File: src/rtl/one_scanner_pkg.sv
// Shared types and constants for the one_scanner block.
// ONE_SCANNER_EMPTY_REPORT_EN adds the EMPTY state for all-zero words.
package one_scanner_pkg;

  localparam int DEFAULT_WIDTH = 64;

  function automatic int idxWidth(input int width);
    return (width <= 2) ? 1 : $clog2(width);
  endfunction

  typedef enum logic [1:0] {
    IDLE  = 2'd0,
    SCAN  = 2'd1
`ifdef ONE_SCANNER_EMPTY_REPORT_EN
    ,
    EMPTY = 2'd2
`endif
  } state_e;

endpackage

File: src/rtl/one_scanner_if.sv
// Word-in / index-out valid-ready bundle for one_scanner.
// out_empty only exists when ONE_SCANNER_EMPTY_REPORT_EN is defined.
interface one_scanner_if
  import one_scanner_pkg::*;
#(
  parameter int WIDTH = DEFAULT_WIDTH,
  parameter int IDX_W = idxWidth(WIDTH)
);

  logic             in_valid;
  logic             in_ready;
  logic [WIDTH-1:0] in_data;
  logic             out_valid;
  logic             out_ready;
  logic [IDX_W-1:0] out_index;
  logic             out_last;
`ifdef ONE_SCANNER_EMPTY_REPORT_EN
  logic             out_empty;
`endif

  modport master (
    output in_valid,
    output in_data,
    output out_ready,
    input  in_ready,
    input  out_valid,
    input  out_index,
    input  out_last
`ifdef ONE_SCANNER_EMPTY_REPORT_EN
    ,
    input  out_empty
`endif
  );

  modport slave (
    input  in_valid,
    input  in_data,
    input  out_ready,
    output in_ready,
    output out_valid,
    output out_index,
    output out_last
`ifdef ONE_SCANNER_EMPTY_REPORT_EN
    ,
    output out_empty
`endif
  );

endinterface

File: src/rtl/one_scanner_lsb_priority_enc.sv
// Combinational lowest-set-bit encoder with one-hot and zero flags.
module lsb_priority_enc
  import one_scanner_pkg::*;
#(
  parameter int WIDTH = DEFAULT_WIDTH,
  parameter int IDX_W = idxWidth(WIDTH)
) (
  input  logic [WIDTH-1:0] vec_i,
  output logic [IDX_W-1:0] index_o,
  output logic             one_hot_o,
  output logic             zero_o
);

  logic found;

  // Scan from the LSB upward and keep the first hit.
  always_comb begin
    index_o = '0;
    found   = 1'b0;
    for (int i = 0; i < WIDTH; i++) begin
      if (!found && vec_i[i]) begin
        index_o = IDX_W'(i);
        found   = 1'b1;
      end
    end
  end

  // Clearing the lowest set bit leaves zero only when exactly one bit was set.
  assign zero_o    = ~|vec_i;
  assign one_hot_o = !zero_o && ((vec_i & (vec_i - WIDTH'(1))) == '0);

endmodule

File: src/rtl/one_scanner.sv
// Streams out the index of every set bit of an accepted word, LSB first.
// ONE_SCANNER_EMPTY_REPORT_EN makes an all-zero word produce one out_empty beat.
module one_scanner
  import one_scanner_pkg::*;
#(
  parameter int WIDTH = DEFAULT_WIDTH,
  parameter int IDX_W = idxWidth(WIDTH)
) (
  input  logic           clk,
  input  logic           rst,
  one_scanner_if.slave   bus,
  output logic           busy,
  output logic [IDX_W:0] count
);

  state_e           state_q, state_d;
  logic [WIDTH-1:0] shadow_q, shadow_d;
  logic [IDX_W:0]   count_q, count_d;

  logic [IDX_W-1:0] encIndex;
  logic             encOneHot;
  logic             encZero;

  logic             inReady;
  logic             outValid;
  logic [IDX_W-1:0] outIndex;
  logic             outLast;
  logic             outEmpty;

  lsb_priority_enc #(
    .WIDTH (WIDTH),
    .IDX_W (IDX_W)
  ) u_enc (
    .vec_i     (shadow_q),
    .index_o   (encIndex),
    .one_hot_o (encOneHot),
    .zero_o    (encZero)
  );

  always_ff @(posedge clk) begin
    if (rst) begin
      state_q  <= IDLE;
      shadow_q <= '0;
      count_q  <= '0;
    end else begin
      state_q  <= state_d;
      shadow_q <= shadow_d;
      count_q  <= count_d;
    end
  end

  // Outputs derive only from registered state, so out_ready never reaches them.
  always_comb begin
    state_d  = state_q;
    shadow_d = shadow_q;
    count_d  = count_q;
    inReady  = 1'b0;
    outValid = 1'b0;
    outIndex = '0;
    outLast  = 1'b0;
    outEmpty = 1'b0;

    case (state_q)
      IDLE: begin
        inReady = 1'b1;
        if (bus.in_valid) begin
          shadow_d = bus.in_data;
          count_d  = '0;
          if (|bus.in_data) begin
            state_d = SCAN;
          end else begin
`ifdef ONE_SCANNER_EMPTY_REPORT_EN
            state_d = EMPTY;
`else
            state_d = IDLE;
`endif
          end
        end
      end

      SCAN: begin
        outValid = 1'b1;
        outIndex = encIndex;
        outLast  = encOneHot;
        if (bus.out_ready) begin
          shadow_d = shadow_q & ~(WIDTH'(1) << encIndex);
          count_d  = count_q + (IDX_W+1)'(1);
          if (encOneHot || encZero) begin
            state_d = IDLE;
          end
        end
      end

`ifdef ONE_SCANNER_EMPTY_REPORT_EN
      EMPTY: begin
        outValid = 1'b1;
        outEmpty = 1'b1;
        outLast  = 1'b1;
        if (bus.out_ready) begin
          count_d = (IDX_W+1)'(1);
          state_d = IDLE;
        end
      end
`endif

      default: begin
        state_d = IDLE;
      end
    endcase
  end

  assign bus.in_ready  = inReady;
  assign bus.out_valid = outValid;
  assign bus.out_index = outIndex;
  assign bus.out_last  = outLast;
`ifdef ONE_SCANNER_EMPTY_REPORT_EN
  assign bus.out_empty = outEmpty;
`endif

  assign busy  = (state_q != IDLE);
  assign count = count_q;

endmodule

File: src/flat_wrapper.sv
// flat-port wrapper written by rule: the top's interface ports become plain ports
module one_scanner_flat import one_scanner_pkg::*;
#(
  parameter int WIDTH = DEFAULT_WIDTH,
  parameter int IDX_W = idxWidth(WIDTH)
)
  (clk, rst, busy, count, bus_in_valid, bus_in_data, bus_out_ready, bus_in_ready, bus_out_valid, bus_out_index, bus_out_last);
  one_scanner_if #(.WIDTH(WIDTH), .IDX_W(IDX_W)) bus_i ();
  input  logic clk;
  input  logic rst;
  output logic busy;
  output logic [IDX_W:0] count;
  input wire logic [$bits(bus_i.in_valid)-1:0] bus_in_valid;
  input wire logic [$bits(bus_i.in_data)-1:0] bus_in_data;
  input wire logic [$bits(bus_i.out_ready)-1:0] bus_out_ready;
  output wire logic [$bits(bus_i.in_ready)-1:0] bus_in_ready;
  output wire logic [$bits(bus_i.out_valid)-1:0] bus_out_valid;
  output wire logic [$bits(bus_i.out_index)-1:0] bus_out_index;
  output wire logic [$bits(bus_i.out_last)-1:0] bus_out_last;
  assign bus_i.in_valid = bus_in_valid;
  assign bus_i.in_data = bus_in_data;
  assign bus_i.out_ready = bus_out_ready;
  assign bus_in_ready = bus_i.in_ready;
  assign bus_out_valid = bus_i.out_valid;
  assign bus_out_index = bus_i.out_index;
  assign bus_out_last = bus_i.out_last;
  one_scanner #(.WIDTH(WIDTH), .IDX_W(IDX_W)) u_core (.clk(clk), .rst(rst), .bus(bus_i), .busy(busy), .count(count));
endmodule
File: config.mk
export PLATFORM = sky130hd
export DESIGN_NAME = one_scanner_flat
export DESIGN_NICKNAME = d
export VERILOG_FILES = /design/src/rtl/one_scanner_pkg.sv /design/src/rtl/one_scanner_if.sv /design/src/rtl/one_scanner_lsb_priority_enc.sv /design/src/rtl/one_scanner.sv /design/src/flat_wrapper.sv
export SDC_FILE = /design/constraint.sdc
export NUM_CORES = 1
export LEC_CHECK = 0
export CORE_UTILIZATION = 45
export CTS_BUF_LIST = sky130_fd_sc_hd__clkbuf_8
export CTS_CLUSTER_DIAMETER = 40
export DETAILED_ROUTE_END_ITERATION = 7
export PLACE_DENSITY = 0.72
export SLEW_MARGIN = 20
export SYNTH_ARGS = -nofsm -noshare
export SYNTH_HDL_FRONTEND = slang
export SYNTH_SLANG_ARGS = --single-unit
File: constraint.sdc
create_clock -name clk -period 3.3 [get_ports clk]
set_clock_uncertainty 0.05 [all_clocks]
set_input_delay 0.33 -clock clk [delete_from_list [all_inputs] [get_ports clk]]
set_output_delay 0.33 -clock clk [all_outputs]
set_load 0.01 [all_outputs]
[Word-level counts from Yosys, hierarchy flattened]
Index checks and enable logic that the tools add are counted.
Word-level totals
  register bits: 73
  input port bits: 68
  output and inout bits: 17
  word-level logic and storage cells: 291
Cells by class
  $add $sub $neg: 2
  eq/ne operators: 4
  shift-type cells: 1
  multiplexer cells: 141
  bitwise gates (word level): 3
  reductions and logical operators: 137
Operator list (count)
  $mux 6: 62
  $and 64x64->64: 2
  $mux 64: 2
  $pmux 64 s2: 1
  $reduce_or 64->1: 2
  $mux 1: 68
  $logic_and 1x1->1: 64
  $logic_not 1->1: 64
  $logic_not 64->1: 1
  $not 64->64: 1
  $shl 1x6->64 const A: 1
  $sub 64x1->64 const B: 1
  $mux 7: 2
  $pmux 7 s2: 1
  $mux 2: 4
  $add 7x1->7 const B: 1
  $reduce_and 3->1: 2
  $ne 2x2->1 const B: 2
  $pmux 2 s2: 1
  $reduce_bool 2->1: 2
  $eq 2x1->1 const B: 1
  $logic_not 2->1: 1
  $ne 2x1->1 const B: 1
  $logic_or 1x1->1: 1

[Logic depth before layout (Yosys ltp)]
Gate-level depths: netlist (run 1).
  depth in word-level cells: 195
  gate-level depth with buffers: 13
  depth with buffers taken out: 9

[Modules after synthesis]
A second synthesis (run 1) with hierarchy kept.
Unflattened totals
  cell total of the unflattened synthesis: 610
  area total of the unflattened synthesis: 5013.6 um2
By module, submodules not included
  one_scanner: instances 1, cells each 357, area each 3457.1 um2
  lsb_priority_enc: instances 1, cells each 253, area each 1556.5 um2

[Worst setup path before layout (run 1)]
No wires, ideal clock.
  path type: register to output
  start: register u_core.shadow_q[32]
  end: output port bus_out_last
  arrival time: 2.854 ns
  path slack: 0.066 ns
  stages on the path, launching flop included: 12
  buffers on the path: 2
  cell sequence: dfxtp_1 -> buf_6 -> or4_4 -> buf_6 -> nand4bb_4 -> or4_4 -> o22ai_2 -> o211ai_1 -> nor4_1 -> o2111ai_1 -> nor4b_2 -> and3_1
Between the ends
  longest elaborated chain between the ends: 5
  elaborated cells on any way between the ends: 6
  classes of those cells: add/sub: 1; mux: 1; bitwise: 1; reduce/logical: 3
Ends and longest elaborated chain
  start: declaration: RTL line one_scanner.sv:17  | logic [WIDTH-1:0] shadow_q, shadow_d;
  start signal: assignment: RTL line one_scanner.sv:47  | shadow_q <= shadow_d;
  $sub 64x1->64: RTL line one_scanner_lsb_priority_enc.sv:30  | assign one_hot_o = !zero_o && ((vec_i & (vec_i - WIDTH'(1))) == '0);
  $and 64x64->64: RTL line one_scanner_lsb_priority_enc.sv:30
  $logic_not 64->1: RTL line one_scanner_lsb_priority_enc.sv:30
  $logic_and 1x1->1 *: RTL line one_scanner_lsb_priority_enc.sv:30
  $mux 1 *: RTL line one_scanner.sv:63  | case (state_q)
  end: declaration: RTL line flat_wrapper.sv:19  | output wire logic [$bits(bus_i.out_last)-1:0] bus_out_last;
Mark *: on every way between the ends. The rest lies on a longest branch, timed or not.

[Final worst setup path (run 1)]
Ends and elaborated chain as after synthesis.

==> summary.txt, run 1 <==
Routing
  • Post-route ant nets: 0
  • Drt drc: 0
  • Mean number of vias per cell: 6.448
  • Number of violations reported at the end of detailed-routing iteration 0: 693
  • Pre-Repair DR Iteration Count: 5
  • Routed length per placed instance: 22.20 µm
  • Total detailed-routing wirelength: 24050 µm
  • Total vias in the final route: between 6k and 7k

Power
  • Static leakage: 0.003064 µW
  • Combinational cell fraction of total power: 43.0%
  • Net Sw Frac: 36.10%
  • Clock network fraction of design power: 26.8%
  • Power spent charging and discharging nets: 1162 µW
  • Power density over the cells: 414.8 mW/mm²
  • Sequential share of power: 30.2%
  • Maximum vdd drop: 0.0002372 V
  • Internal power of the cells: just over 2000 µW

Layout
  • Fraction of layout cells with a size suffix above 1: 27.02%
  • Final layout net count: 1004
  • Footprint of the flip-flops and latches: 0.001443 mm²
  • Layout Area Growth over Synthesis: 45.68%
  • Number of standard cells in the final layout excluding fillers: 1083
  • N_diodes: 0
  • Fill cell count: 1016
  • Multi-input gate area: between 0.003 and 0.004 mm²

Global routing
  • Pin count of the biggest net entering global routing: 43
  • First-pass GRT wire length: 37070 µm
  • Congestion Overflow GR: 0
  • Antenna violations before repair: 0
  • Via count of the first global-routing pass: 6736
  • GRT Resource Usage Total: 39.19%

Critical path
  • Worst stage delay on the critical path: around 0.54 ns
  • CP Data Required Time: 2.92 ns
  • Maximum net fanout on the critical path: 3
  • Crit Path Category: flop to output pin
  • CP Capture Type: output pin
  • CP Cell Sequence: or4_4, nand4bb_4, or4_4, o22ai_2, o211ai_1, nor4_2, o2111ai_2, nor4b_4, and3_1, buf_2
  • Slowest stage cell, crit path: sky130_fd_sc_hd__or4_4
  • Type of element launching the critical path: flop
  • Critical path arrival: between 3 and 4 ns
  • Critical path's most frequent cell: sky130_fd_sc_hd__or4_4

Run status
  • Failing checks: setup timing
  • Outcome: complete, but fails checks

Placed design
  • Setup slack after placement: -0.5455 ns
  • Cell total after placement: around 1.1k
  • Dpl hpwl: 18520 µm
  • GPL Wtd Cong: 0.9950
  • Input/output buffers: 84

Synth
  • Number of synthesized register bits: 72
  • Number of flops mapped to enable cells by yosys: 0
  • Syn nets: between 700 and 800
  • Post-Synth Simple-Gate Area: between 30% and 40%
  • Synthesized-area fraction occupied by xor and xnor cells: less than 1%
  • Sequential share of the synthesized area: 27.05%
  • Average size of a mapped cell: 7.318 µm²
  • Mapped Cells: 728
  • Combinational family with the most area after synthesis: simple AND/OR/NAND/NOR gates
  • Ys Warns: 0
  • Complex-gate fraction of the synthesized area: 30.44%
  • Multiplexer share of the synthesized area: 3.617%
  • Async set-reset flop share out of synthesis: 0%
  • Post-synthesis cell type count: 79
  • Cell area after synthesis: around 0.0053 mm²
  • Top FF cell, synth: sky130_fd_sc_hd__dfxtp_1
  • Share of synthesized cell area in full adder, half adder and majority cells: 0.4227%

Floorplanning
  • Number of standard-cell rows in the floorplan: 39
  • Placeable core region: 0.01147 mm²
  • Number of I/O pins: 85
  • Vert. Die Dim: 110.8 µm
  • Die X-Extent: 110.8 µm
  • Total Die Area: ~0.012 mm²
  • Starting density of the core: 46.46%

Clock network
  • Deepest level of the CTS H-tree: 3
  • TritonCTS Buffers: 9
  • Clock latency on the worst-skew pair: 0.39 ns
  • Number of clock sinks seen by CTS: between 70 and 80
  • Reg clk slew, reported paths: 0.08 ns
  • CTS tree: built
  • Max clock buf depth: 2
  • Master cell of the clock root buffer: sky130_fd_sc_hd__clkbuf_8

Timing
  • Crit path time final: 3.655 ns
  • Final count of negative-setup-slack endpoints: 2
  • Share of the cycle needed by the critical path after routing: 110.8%
  • Slew headroom: 46.13%
  • Setup repair after global routing missed its margin: yes
  • Max Freq: roughly 270 MHz
  • Number of pins with negative max-slew slack in the final report: 0
  • Pin slew with the least headroom to its limit: 0.8081 ns
  • Final worst setup slack: -0.3555 ns
  • Total count of hold-check failures in the final report: 0
  • Post-route worst hold slack: 0.4762 ns

Job
  • Max-capacitance violation count: 0

Worst hold path
  • Hold/Removal Path Class: primary input to flop
[cell usage in the layout, fill, tap and decap left out, drive strengths merged, types with 15 or more instances in the layout]
cell	n
a21oi	51
buf	172
nand2	72
dfxtp	72
nor3	28
clkdlybuf4s50	76
a311oi	16
nor2	99
o21ai	64
nand3	15
mux2i	17
nor4	38
[power by group through the flow]
stage | registers, µW | logic (µW) | clock network [µW]
4_1_cts | 970 | 1300 | 867
3_5_place_dp | 990 | 1260 | 0
5_1_grt | 978 | 1460 | 903
6_report | 974 | 1380 | 862
2_1_floorplan | 1000 | 616 | 0
3_3_place_gp | 986 | 1260 | 0
[routing by layer]
metal	global-route usage (%)	vias to the layer above	share of wire, %
met2	62.65	444	45
li1	-	3170	-
met3	6.288	102	8.6
met4	24.53	0	6.4
met1	49.20	3267	40
met5	0	-	0
[registers in the layout (all words and copies together), names as in the netlist]
name and cells:
u_core.state_q 1, u_core.shadow_q 64, u_core.count 7
[synthesized netlist by cell type (7+ instances only)]
cell,number,area (µm²)
sky130_fd_sc_hd__o211ai_1,7,52.55
sky130_fd_sc_hd__mux2i_1,17,170.2
sky130_fd_sc_hd__nor2b_1,7,43.79
sky130_fd_sc_hd__inv_1,13,48.80
sky130_fd_sc_hd__nor3_1,28,140.1
sky130_fd_sc_hd__a31oi_1,14,87.58
sky130_fd_sc_hd__a21o_1,7,52.55
sky130_fd_sc_hd__nor4_2,7,87.58
sky130_fd_sc_hd__and3_1,13,81.33
sky130_fd_sc_hd__a22oi_1,14,105.1
sky130_fd_sc_hd__and2_1,9,56.30
sky130_fd_sc_hd__o21ai_0,61,305.3
sky130_fd_sc_hd__a21oi_1,51,255.2
sky130_fd_sc_hd__dfxtp_1,72,1441
sky130_fd_sc_hd__o311ai_0,7,61.31
sky130_fd_sc_hd__nor2_1,99,371.6
sky130_fd_sc_hd__nand4_1,10,62.56
sky130_fd_sc_hd__nand2_1,71,266.5
sky130_fd_sc_hd__a311oi_1,16,140.1
sky130_fd_sc_hd__nor4_1,29,181.4
sky130_fd_sc_hd__clkbuf_1,36,135.1
sky130_fd_sc_hd__a211oi_1,9,67.56
sky130_fd_sc_hd__nand3_1,13,65.06
[metrics by stage]
step	power, µW	TNS (ns)	util [%]	cell area, µm²
after detailed placement	2252	-0.8431	63.16	7243
after global routing	3344	-0.8055	67.68	7761
final	3219	-0.5265	67.68	7761
after global placement	2242	-0.6743	63.16	7243
after CTS	3137	-0.5651	66.64	7642
after floorplan	1620	0	-	5328
[final timing paths]
| check | startpoint | cells past startpoint | to | slack (ns) |
|---|---|---|---|---|
| max | u_core.shadow_q[32] | 10 | bus_out_last | -0.36 |
| min | rst | 2 | u_core.shadow_q[46] | 0.48 |
| max reg2reg | u_core.shadow_q[32] | 14 | u_core.shadow_q[23] | 0.08 |
| min reg2reg | u_core.count[5] | 2 | u_core.count[5] | 0.50 |
[cell type report]
class                           instances  share of cell area, %
Timing Repair Buffer                  251                  26.86
Multi-Input combinational cell        587                  48.54
Tap cell                              143                  2.305
Clock inverter                          7                  1.435
Sequential cell                        72                  18.59
Inverter                               14                 0.6771
Clock buffer                            9                  1.596
[critical path: cells and delay by family, from the launching register on]
| family | cells | cell delay [ns] |
|---|---|---|
| and+or+nand+nor | 6 | 1.98 |
| AOI/OAI and AO/OA | 3 | 0.47 |
| DFF | 1 | 0.32 |
| buffers and inverters | 1 | 0.13 |
[cell families after synthesis]
family | after synthesis
compound gates | 245
xor+xnor | 1
fa+ha+maj | 2
buf+inv | 69
flops | 72
mux | 19
simple gates | 320
[what timing repair did]
item	4_1_cts	5_1_grt
cloned	0	1
gates resized for setup	46	24
pin swaps	12	9
setup endpoints to repair	9	20
hold buffers	0	0
setup buffers	7	3
(Power assumes the default switching activity.)
==> run 2: changes to the inputs <==
- ABC_CLOCK_PERIOD_IN_PS: not set -> 3300
- CELL_PAD_IN_SITES_DETAIL_PLACEMENT: not set -> 0
- CELL_PAD_IN_SITES_GLOBAL_PLACEMENT: not set -> 2
- CORE_UTILIZATION: 45 -> 29
- PLACE_DENSITY: 0.72 -> not set
- PLACE_DENSITY_LB_ADDON: not set -> 0.1
==> run 2 against run 1 <==
Against the previous run: the run still ends with setup timing left; maximum frequency is 6.7% lower; non-clock buffer count up 39; global-route usage decreased by 9.4 points; final cell count up 12%; sequential power about the same; clock power shrank 2%; critical path depth up 4; utilization fell by 22 points; total power increased by 3.2%; routed wire length rose by 15%; final area up 6.1%.
==> summary.txt, run 2 (synthesized netlist as in run 1, its figures left out) <==
Worst hold path
  • Hold/Removal Path Class: primary input to flop
  • Hold depth: 2 (unchanged)
  • Worst hold endpoint: u_core.count[4]
  • Worst hold start: rst

Routing
  • Number of violations reported at the end of detailed-routing iteration 0: 681 (-1.7%)
  • Total detailed-routing wirelength: 27670 µm (+15%)
  • Post-route ant nets: 0 (unchanged)
  • Drt drc: 0 (unchanged)
  • Total vias in the final route: 6976 (-0.10%)
  • Routed length per placed instance: 22.90 µm (+3.1%)
  • Pre-Repair DR Iteration Count: 6 (+1)
  • Mean number of vias per cell: 5.775 (-10%)

Floorplanning
  • Die X-Extent: 137.5 µm (+24%)
  • Total Die Area: 0.01892 mm² (+54%)
  • Number of standard-cell rows in the floorplan: 49 (+26%)
  • Starting density of the core: 29.66% (-17 points)
  • Number of I/O pins: 85 (unchanged)
  • Placeable core region: 0.01796 mm² (+57%)
  • Vert. Die Dim: 137.5 µm (+24%)

Layout
  • Max FFs per register: 64 (unchanged)
  • Largest reg by FF count: u_core.shadow_q
  • Post-layout util: 45.84% (-22 points)
  • Number of standard cells in the final layout excluding fillers: 1208 (+12%)
  • N_diodes: 0 (unchanged)
  • Most common cell after layout, fill and taps aside: sky130_fd_sc_hd__buf_4
  • Final layout net count: 1043 (+3.9%)
  • Commonest cells after routing, fill and taps aside: sky130_fd_sc_hd__buf_4, sky130_fd_sc_hd__nor2_1, sky130_fd_sc_hd__clkdlybuf4s50_1, sky130_fd_sc_hd__dfxtp_1, sky130_fd_sc_hd__nand2_1
  • Layout Area Growth over Synthesis: 54.56%
  • Fraction of layout cells with a size suffix above 1: 30.85% (+3.8 points)

Critical path
  • Number of buffer and inverter instances along the worst setup path: 5 (+4)
  • Critical path arrival: 3.54 ns (+0.26 ns)
  • Maximum net fanout on the critical path: 4 (+1)
  • CP Cell Sequence: nor4_4, buf_4, nand4_1, buf_4, nor4_4, buf_4, and2_4, nand2_2, a2111oi_4, o2111ai_2, nor4b_2, buf_4, and3_1, buf_2
  • Worst stage delay on the critical path: 0.36 ns (-0.18 ns)
  • Worst R2R Start: u_core.shadow_q[26]
  • Crit Path Category: flop to output pin
  • Dominant delay contributor by cell family on the critical path: simple AND/OR/NAND/NOR gates
  • Critical path's most frequent cell: sky130_fd_sc_hd__buf_4
  • Type of element launching the critical path: flop
  • Number of cells on the worst reg-to-reg path: 16 (+2)
  • CP Capture Type: output pin
  • Slowest stage cell, crit path: sky130_fd_sc_hd__a2111oi_4
  • CP Data Required Time: 2.92 ns (about the same)
  • Setup slack of the most critical reg-to-reg path: -0.09 ns (-0.17 ns)
  • Reg-to-Reg End: u_core.state_q[0]

Timing
  • Final worst setup slack: -0.6178 ns (-0.2623 ns)
  • Final count of negative-setup-slack endpoints: 4 (+2)
  • Slew headroom: 60.78% (+15 points)
  • Crit path time final: 3.918 ns (+0.2623 ns)
  • Number of pins with negative max-slew slack in the final report: 0 (unchanged)
  • Setup repair after global routing missed its margin: yes
  • Pin slew with the least headroom to its limit: 0.5848 ns (-0.2233 ns)
  • Total count of hold-check failures in the final report: 0 (unchanged)
  • Max Freq: 255.2 MHz (-6.7%)
  • Share of the cycle needed by the critical path after routing: 118.7% (+7.9 points)

Power
  • Combinational cell fraction of total power: 45.1% (+2.1 points)
  • Sequential share of power: 29.3% (-0.9 points)
  • Clock network fraction of design power: 25.6% (-1.2 points)
  • Maximum vdd drop: 0.0001749 V (-26%)
  • Static leakage: 0.003261 µW (+6.4%)
  • Net Sw Frac: 38.35% (+2.2 points)
  • Internal power of the cells: 2049 µW (-0.39%)
  • Total design power: 3324 µW (+3.2%)
  • Power spent charging and discharging nets: 1275 µW (+9.7%)
  • Power density over the cells: 403.6 mW/mm² (-2.7%)

Placed design
  • Setup slack after placement: -0.7935 ns (-0.2480 ns)
  • Dpl hpwl: 21450 µm (+16%)
  • GPL Wtd Cong: 0.9661 (-2.9%)
  • Cell total after placement: 1174 (+11%)
  • Input/output buffers: 84 (unchanged)

Run status
  • Outcome: complete, but fails checks
  • Failing checks: setup timing

Global routing
  • First-pass GRT wire length: 40440 µm (+9.1%)
  • Antenna violations before repair: 0 (unchanged)
  • Pin count of the biggest net entering global routing: 52 (+21%)
  • Congestion Overflow GR: 0 (unchanged)
  • GRT Resource Usage Total: 29.81% (-9.4 points)
  • Via count of the first global-routing pass: 6475 (-3.9%)

Clock network
  • Deepest level of the CTS H-tree: 3 (unchanged)
  • Clock latency on the worst-skew pair: 0.38 ns (about the same)
  • CTS tree: built
  • TritonCTS Buffers: 9 (unchanged)
  • Reg clk slew, reported paths: 0.09 ns (about the same)
  • Max clock buf depth: 2 (unchanged)
  • Master cell of the clock root buffer: sky130_fd_sc_hd__clkbuf_8
  • Number of clock sinks seen by CTS: 72 (unchanged)
  • Post-cts hold buffer count: 0 (unchanged)

Job
  • Max-capacitance violation count: 0 (unchanged)
-- run 2: cell type report --
class / count / area [µm²]
multi-input combinational: 587 / 3847
clock buffer: 9 / 123.9
fill: 1819 / 9729
sequential: 72 / 1444
clock inverter: 7 / 96.34
inverter: 14 / 52.55
tap: 229 / 286.5
timing repair buffer: 290 / 2384
-- run 2: worst max path at each step --
stage	slack, ns	from	end	cells after the start
floorplan	0.07	u_core.shadow_q[32]	bus_out_last	11
global route	-0.76	u_core.shadow_q[26]	bus_out_last	15
CTS	-0.60	u_core.shadow_q[35]	bus_out_last	11
finish	-0.62	u_core.shadow_q[26]	bus_out_last	14
global placement	-0.62	u_core.shadow_q[26]	bus_out_last	11
detailed placement	-0.79	u_core.shadow_q[20]	bus_out_last	10
-- run 2: layer usage --
layer,vias to the layer above,share of wire [%],global-route usage (%)
met4,0,3.4,12.15
met5,-,0,0
li1,3251,-,-
met2,315,44,44.70
met1,3359,46,42.02
met3,51,6.9,4.746
-- run 2: through the flow --
step,hold slack (ns),area [µm²],TNS (ns)
2_1_floorplan,0.4160,5328,0
5_1_grt,0.3111,8234,-2.238
3_5_place_dp,0.4798,7579,-1.962
4_1_cts,0.2721,8040,-0.8485
6_report,0.3001,8234,-1.003
3_3_place_gp,0.4688,7579,-1.063
-- run 2: power by group through the flow --
stage / Combinational [µW] / Sequential (µW) / Clock, µW
floorplan: 616 / 1000 / 0
global placement: 1350 / 990 / 0
detailed placement: 1350 / 992 / 0
CTS: 1420 / 973 / 858
global route: 1600 / 982 / 889
finish: 1500 / 975 / 849
-- run 2: repair_timing --
item / CTS / global route
endpoints found under the setup margin: 23 / 24
resized for setup: 56 / 37
pin swaps: 15 / 12
buffers inserted: 22 / 8
==> run 3: changes to the inputs <==
- CAP_MARGIN: not set -> 20
==> results of run 3 <==
Same layout as run 2: the final DEF is identical, and so are final timing and power.
